===== config.mk =====
export PLATFORM = sky130hd
export DESIGN_NAME = adc_code_decimator
export DESIGN_NICKNAME = d
export VERILOG_FILES = /design/src/rtl/adc_code_decimator.sv
export SDC_FILE = /design/constraint.sdc
export NUM_CORES = 1
export LEC_CHECK = 0
export CORE_AREA = 2 2 101 84
export DETAILED_ROUTE_END_ITERATION = 8
export DIE_AREA = 0 0 103 86
export PLACE_DENSITY_LB_ADDON = 0.3
export SLEW_MARGIN = 10
export SYNTH_ARGS = -nofsm -noshare
export SYNTH_HDL_FRONTEND = slang
export SYNTH_SLANG_ARGS = --single-unit

===== constraint.sdc =====
create_clock -name clk -period 3.6 [get_ports clk]
set_input_delay 0.72 -clock clk [delete_from_list [all_inputs] [get_ports clk]]
set_output_delay 0.72 -clock clk [all_outputs]
set_load 0.005 [all_outputs]

===== src/rtl/adc_code_decimator.sv =====
// Block decimator for flash ADC codes: averages 2^LOG2_N samples, tracks min/max, and
// presents each result through a valid/ready output register with sticky overrun.
module adc_code_decimator #(
    parameter int CODE_W = 4,
    parameter int LOG2_N = 4
) (
    input  logic                     clk,
    input  logic                     rst,
    input  logic                     en,
    input  logic                     clr,
    input  logic [CODE_W-1:0]        code_in,
    input  logic                     code_vld,
    input  logic                     out_ready,
    output logic [CODE_W-1:0]        avg_out,
    output logic [CODE_W+LOG2_N-1:0] sum_out,
    output logic [CODE_W-1:0]        min_out,
    output logic [CODE_W-1:0]        max_out,
    output logic                     avg_vld,
    output logic                     overrun,
    output logic                     busy
);
    localparam int SW = CODE_W + LOG2_N;
    localparam int CW = LOG2_N + 1;
    localparam logic [CW-1:0] LAST_CNT = CW'((1 << LOG2_N) - 1);
    // Half an LSB of the shifted result; zero when LOG2_N = 0 so avg equals sum.
    localparam logic [SW:0]   HALF     = (SW+1)'((1 << LOG2_N) >> 1);

    localparam logic [0:0] IDLE  = 1'b0;
    localparam logic [0:0] ACCUM = 1'b1;

    logic [0:0]        state;
    logic [SW-1:0]     acc;
    logic [CW-1:0]     cnt;
    logic [CODE_W-1:0] run_min;
    logic [CODE_W-1:0] run_max;

    logic              live;
    logic [SW-1:0]     base_acc;
    logic [CW-1:0]     base_cnt;
    logic [CODE_W-1:0] base_min;
    logic [CODE_W-1:0] base_max;
    logic [SW-1:0]     sum_nxt;
    logic [CODE_W-1:0] min_nxt;
    logic [CODE_W-1:0] max_nxt;
    logic [CODE_W-1:0] avg_nxt;
    logic              last;
    logic              xfer;

    // A window only carries samples while in ACCUM; IDLE always presents an empty window.
    always_comb begin
        live     = (state == ACCUM);
        base_acc = live ? acc : '0;
        base_cnt = live ? cnt : '0;
        base_min = live ? run_min : '1;
        base_max = live ? run_max : '0;
        sum_nxt  = base_acc + SW'(code_in);
        min_nxt  = (code_in < base_min) ? code_in : base_min;
        max_nxt  = (code_in > base_max) ? code_in : base_max;
        avg_nxt  = CODE_W'(({1'b0, sum_nxt} + HALF) >> LOG2_N);
        last     = en & code_vld & ~clr & (base_cnt == LAST_CNT);
        xfer     = avg_vld & out_ready;
    end

    always_ff @(posedge clk or posedge rst) begin
        if (rst) begin
            state   <= IDLE;
            acc     <= '0;
            cnt     <= '0;
            run_min <= '1;
            run_max <= '0;
        end else begin
            state <= en ? ACCUM : IDLE;
            if (clr || !en || last) begin
                acc     <= '0;
                cnt     <= '0;
                run_min <= '1;
                run_max <= '0;
            end else if (code_vld) begin
                acc     <= sum_nxt;
                cnt     <= base_cnt + CW'(1);
                run_min <= min_nxt;
                run_max <= max_nxt;
            end
        end
    end

    // Output handshake: a result transfers on any cycle with avg_vld & out_ready; until then
    // avg_vld stays high and all result fields hold. A block finishing while a result is
    // pending and not transferring is dropped and raises overrun until clr or rst.
    always_ff @(posedge clk or posedge rst) begin
        if (rst) begin
            avg_out <= '0;
            sum_out <= '0;
            min_out <= '1;
            max_out <= '0;
            avg_vld <= 1'b0;
            overrun <= 1'b0;
        end else if (clr) begin
            avg_out <= '0;
            sum_out <= '0;
            min_out <= '1;
            max_out <= '0;
            avg_vld <= 1'b0;
            overrun <= 1'b0;
        end else if (last && (!avg_vld || xfer)) begin
            avg_out <= avg_nxt;
            sum_out <= sum_nxt;
            min_out <= min_nxt;
            max_out <= max_nxt;
            avg_vld <= 1'b1;
        end else if (last) begin
            overrun <= 1'b1;
        end else if (xfer) begin
            avg_vld <= 1'b0;
        end
    end

    assign busy = (cnt != '0);

endmodule


==> results of run 1 <==
## metal layers
layer | global-route usage (%) | wire length, um | part of all wire (%) | up-vias
li1 | - | - | - | 920
met1 | 20.61 | 2811 | 49 | 898
met2 | 20.66 | 2560 | 45 | 37
met3 | 3.015 | 246 | 4.3 | 6
met4 | 4.067 | 68 | 1.2 | 0
met5 | 0 | 0 | 0 | -
## power by group
group          total (mW)  switching (mW)  internal (mW)
Sequential          0.507         0.00619          0.501
Clock               0.446           0.169          0.277
Combinational       0.104          0.0591         0.0447
## kinds of logic after synthesis
kind of cell,share of synthesized area [%]
xor gates and xnor gates,2.801
muxes,3.411
AOI/OAI and AO/OA,17.77
DFF,45.21
buffers and inverters,3.004
and+or+nand+nor,19.86
adders and majority gates,7.943
## sequential cells by signal (all words and copies together), names as in the netlist, 4 cells and up
| signal | flops |
|---|---|
| max_out | 4 |
| min_out | 4 |
| run_min | 4 |
| acc | 8 |
| sum_out | 8 |
| run_max | 4 |
| cnt | 5 |
| avg_out | 4 |
## layout make-up
cell class / count / area, um2 / share of cell area, %
Multi-Input combinational cell: 180 / 1272 / 41.61
Clock buffer: 6 / 72.57 / 2.373
Sequential cell: 44 / 1111 / 36.33
Timing Repair Buffer: 40 / 380.4 / 12.44
Clock inverter: 2 / 60.06 / 1.964
Tap cell: 108 / 135.1 / 4.419
Inverter: 7 / 26.28 / 0.8592
## worst max-delay path, cell delays in order
cell and delay (ps):
clkdlybuf4s50_1 440, ha_1 260, fa_1 430, a211oi_2 270, nor2_1 120, xnor2_2 240
ha_1 230, nand3_2 80, xnor2_1 150, o21ai_1 70
## final timing paths
| path | startpoint | to | cells after the start |
|---|---|---|---|
| worst min register to register | acc[2] | acc[2] | 2 |
| min in group asynchronous | rst | avg_vld | 2 |
| worst min-delay path | acc[2] | acc[2] | 2 |
| max in group asynchronous | rst | avg_out[1] | 3 |
| worst max-delay path | code_in[0] | avg_out[3] | 10 |
| worst max register to register | live | avg_out[3] | 10 |
## Yosys cell counts (2+ instances only)
cell | n | area (um2)
dfrtp_1 | 36 | 900.9
nand2_1 | 35 | 131.4
nor2_1 | 15 | 56.30
ha_1 | 14 | 175.2
a22o_1 | 13 | 113.9
nand3b_1 | 9 | 67.56
o21ai_0 | 9 | 45.04
dfstp_2 | 8 | 210.2
and2_1 | 7 | 43.79
inv_1 | 7 | 26.28
mux2i_1 | 7 | 70.07
o21ai_1 | 7 | 35.03
a21oi_1 | 6 | 30.03
nor2b_1 | 6 | 37.54
o22a_1 | 6 | 52.55
nand3_1 | 5 | 25.02
buf_2 | 3 | 15.01
clkbuf_1 | 3 | 11.26
o21a_1 | 3 | 22.52
xnor2_1 | 3 | 26.28
xor2_1 | 3 | 26.28
a211oi_2 | 2 | 25.02
a31oi_1 | 2 | 12.51
o21ai_4 | 2 | 32.53
==> results.json, run 1 <==
{
  "cts_post_setup_buffers_inserted": 0,
  "layout-drive-gt1-share_pct": 14.34,
  "worstSetupEndpointType": "register",
  "timing.critical_path.fanout_max": 4,
  "placed_cells_incl_taps": 379,
  "max_freq_mhz": 354.5,
  "synth_seq_area_share_pct": 45.21,
  "drc_violations_left": 0,
  "total_power_mw": 1.057,
  "number_of_antenna_violations_at_the_first_check_in_global_routing": 0,
  "ios": 33,
  "critical_path_arrival_ps": 3010,
  "avgRoutedWirePerCell_um": 14.69,
  "syn-cell-area_um2": 2457,
  "area_growth_syn_to_layout_pct": 24.44,
  "clk_transition_reported_paths_ps": 90,
  "rows": 29,
  "vdd.ir_drop.worst_mv": 0.1339,
  "cts.sink_count": 44,
  "dpl_worst_slack_ps": 454.6,
  "global_route.usage.total_pct": 14.01,
  "buffer_ports.inserted": 32,
  "final_net_count": 303,
  "layout_commonest_cell": "dfrtp_1",
  "tns_ps": 0,
  "avgSynthCellArea_um2": 10.28,
  "antenna_violating_nets_post_route": 0,
  "vias": 1861,
  "clock_path_buffers": 2,
  "synth_async_sr_flop_share_pct": 100.0,
  "final.fill_count": 808,
  "finalCoreUtilization_pct": 39.38,
  "grt_start_max_net_pins": 28,
  "most-common-layout-cells": "dfrtp_1 (36), nand2_1 (35), clkdlybuf4s50_1 (32)",
  "detailed_place.area_um2": 2925,
  "clock_tree.htree_level_count": 2,
  "core_area_um2": 7765,
  "report.final.setup_viol": 0,
  "drv_cap": 0,
  "grt_setup_unrepaired": "false",
  "power_leakage_nw": 1.314,
  "post_cts.resized_instances": 0,
  "worst-endpoint-required_ps": 3790,
  "status": "completed",
  "netlist_instances": 239,
  "wirelength_um": 5686,
  "final.setup.worst_slack_ps": 778.9,
  "clkLatencyLatePin_ps": 300,
  "gp_routability_congestion": 0.8221,
  "yosys_warnings": 0,
  "p_per_area_nw_per_um2": 345.6,
  "ys_types": 52,
  "initial_core_util_pct": 31.65,
  "timing.final.crit_period_ps": 2821,
  "finalHoldWorstSlack_ps": 487.5,
  "synth-main-ff-cell": "dfrtp_1",
  "stdcell_area_um2": 3058,
  "detail_route.iter0.violations": 143,
  "synth-edff-count": 0,
  "final_max_slew_viol_count": 0,
  "worst-slew-pin-transition_ps": 969.4,
  "synth.ff_latch_count": 44,
  "die_width_um": 103,
  "antenna_cells_inserted": 0,
  "grt_overflow": 0,
  "ff2ff_setup_slack_ps": 780,
  "numCtsBuffers": 5,
  "instances_no_fill": 387,
  "timing.setup.critical_path_class": "input port to register",
  "quantity_of_hold_fixing_buffers_added_after_cts": 0,
  "hpwl_um": 4208,
  "worst_clock_skew_ps": 10.06,
  "worstHoldPathType": "register to register",
  "cts-root-buf": "clkbuf_8",
  "drt_pre_antenna_iters": 4,
  "dieArea_um2": 8858,
  "report.final.hold_viol_count": 0,
  "worst_slew_margin_rel_pct": 34.97,
  "cts_tree": "done",
  "syn_nets": 264,
  "floorplan.die.height_um": 86,
  "startpoint_type": "input port",
  "vias_per_cell": 4.809,
  "final_min_period_over_clock_period_pct": 78.37,
  "grt_first_pass_wirelength_um": 9556,
  "first_global_vias": 1870
}
(Power assumes the default switching activity.)
==> inputs of run 2 (changes only) <==
==> constraint.sdc (replaced) <==
create_clock -name clk -period 2.8 [get_ports clk]
set_input_delay 0.56 -clock clk [delete_from_list [all_inputs] [get_ports clk]]
set_output_delay 0.56 -clock clk [all_outputs]
set_load 0.005 [all_outputs]
==> run 2 against run 1 <==
Wire length grew 1.1%. Cell count grew 3.4%. Largest cell class unchanged. Via count grew 3.0%. Clock skew shrank 1.7 ps. Critical path type is now register to register. Critical endpoint is now run_max[0]. Combinational power grew 46%.
==> results.json, run 2 (synthesis results as in run 1) <==
{
  "final.fill_count": 783,
  "critPathSlowestCell": "dfrtp_1",
  "p_per_area_nw_per_um2": 390.3,
  "post_cts.resized_instances": 0,
  "worst_clock_skew_ps": 8.350,
  "vdd.ir_drop.worst_mv": 0.2126,
  "power_leakage_nw": 1.368,
  "ff2ff_setup_slack_ps": 270,
  "detail_route.iter0.violations": 115,
  "clkLatencyLatePin_ps": 300,
  "die_width_um": 103,
  "grt_setup_unrepaired": "false",
  "worst-endpoint-required_ps": 3000,
  "cts_post_setup_buffers_inserted": 0,
  "total_power_mw": 1.221,
  "clk_transition_reported_paths_ps": 80,
  "timing.final.crit_period_ps": 2531,
  "switchingPower_uw": 308.7,
  "tns_ps": 0,
  "worstHoldPathType": "register to register",
  "final_min_period_over_clock_period_pct": 90.39,
  "critical_path.n_buffers_inverters": 1,
  "gp_routability_congestion": 0.7826,
  "buffer_ports.inserted": 32,
  "final_max_slew_viol_count": 0,
  "initial_core_util_pct": 31.65,
  "antenna_violating_nets_post_route": 0,
  "wirelength_um": 5749,
  "pwr-share-comb_pct": 12.5,
  "worst-slew-pin-transition_ps": 844.6,
  "cts-root-buf": "clkbuf_8",
  "avgRoutedWirePerCell_um": 14.37,
  "most-common-layout-cells": "dfrtp_1 (36), nand2_1 (35), clkdlybuf4s50_1 (32)",
  "cts.sink_count": 44,
  "timing.critical_path.fanout_max": 13,
  "clock_path_buffers": 2,
  "worstSetupEndpointType": "register",
  "ios": 33,
  "grt_first_pass_wirelength_um": 9798,
  "worst_path_most_repeated_cell": "ha_1",
  "max_freq_mhz": 395.1,
  "finalHoldWorstSlack_ps": 488.6,
  "critPathTopFamily": "simple AND/OR/NAND/NOR gates",
  "worst_slew_margin_rel_pct": 43.35,
  "layout_commonest_cell": "dfrtp_1",
  "startpoint_type": "register",
  "sw_frac_of_total_pct": 25.29,
  "rows": 29,
  "number_of_antenna_violations_at_the_first_check_in_global_routing": 0,
  "antenna_cells_inserted": 0,
  "drc_violations_left": 0,
  "layout-drive-gt1-share_pct": 18.49,
  "vias_per_cell": 4.790,
  "instances_no_fill": 400,
  "global_route.usage.total_pct": 14.34,
  "quantity_of_hold_fixing_buffers_added_after_cts": 0,
  "p_seq_share_pct": 53.3,
  "worstPathCellList": "buf_4 > and2_1 > ha_1 > nand2_1 > nor2_1 > ha_1 > and4bb_2 > a31o_2 > a22o_1",
  "timing.setup.critical_path_class": "register to register",
  "status": "completed",
  "core_area_um2": 7765,
  "clock_tree.htree_level_count": 2,
  "drv_cap": 0,
  "power_frac_clock_pct": 34.3,
  "first_global_vias": 1920,
  "numCtsBuffers": 5,
  "grt_overflow": 0,
  "max_stage_delay_ps": 550,
  "report.final.hold_viol_count": 0,
  "dieArea_um2": 8858,
  "report.final.setup_viol": 0,
  "reg_top3": "acc (8), sum_out (8), cnt (5)",
  "final_net_count": 316,
  "critical_path_arrival_ps": 2730,
  "grt_start_max_net_pins": 25,
  "internal-power_uw": 912.0,
  "vias": 1916,
  "floorplan.die.height_um": 86,
  "area_growth_syn_to_layout_pct": 27.29,
  "cts_tree": "done",
  "hpwl_um": 4227,
  "placed_cells_incl_taps": 392,
  "finalCoreUtilization_pct": 40.28,
  "drt_pre_antenna_iters": 4
}
-- run 2: cell count changes in the layout (fill, tap and decap cells not counted) --
cell / delta
clkinv_2: +2
bufinv_16: -2
clkbuf_8: +1
clkbuf_1: -1
buf_12: +1
buf_4: +12
-- run 2: tightest hold or removal path, stage by stage, from the launching register on --
cell and delay (ps):
dfrtp_1 350, nand2_1 50, o21ai_0 60
-- run 2: stage by stage --
| stage | worst slack (ps) | cell area [um2] |
|---|---|---|
| after floorplan | 293.4 | 2457 |
| after global placement | -23.34 | 3035 |
| after detailed placement | -31.56 | 3035 |
| after CTS | 256.5 | 3128 |
| after global routing | 69.60 | 3128 |
| final | 269.0 | 3128 |
-- run 2: cell type report --
class	instances	area [um2]	share of cell area, %
repair buffers	53	490.5	15.68
well taps	108	135.1	4.320
flip-flops and latches	44	1111	35.52
clock buffers	6	82.58	2.640
multi-input cells	180	1272	40.68
inverters	7	26.28	0.8400
clock inverters	2	10.01	0.3200
-- run 2: layer usage --
| metal | up-vias | routed length (um) | track usage (%) | share of wire [%] |
|---|---|---|---|---|
| li1 | 955 | - | - | - |
| met1 | 917 | 2894 | 20.96 | 50 |
| met2 | 36 | 2539 | 20.96 | 44 |
| met3 | 8 | 236 | 3.260 | 4.1 |
| met4 | 0 | 78 | 4.545 | 1.4 |
| met5 | - | 0 | 0 | 0 |
-- run 2: power by group through the flow --
| stage | sequential [mW] | combinational [mW] | clock, mW |
|---|---|---|---|
| 2_1_floorplan | 0.660 | 0.0861 | 0 |
| 3_5_place_dp | 0.662 | 0.153 | 0 |
| 5_1_grt | 0.651 | 0.170 | 0.465 |
| 4_1_cts | 0.650 | 0.154 | 0.433 |
| 3_3_place_gp | 0.662 | 0.153 | 0 |
| 6_report | 0.650 | 0.152 | 0.418 |
-- run 2: final timing paths --
path,cells past startpoint,from,end
setup reg to reg,9,live,run_max[0]
hold / removal,2,acc[7],acc[7]
min in group asynchronous,2,rst,sum_out[2]
setup / recovery,9,live,run_max[0]
hold reg to reg,2,acc[7],acc[7]
max in group asynchronous,3,rst,min_out[0]
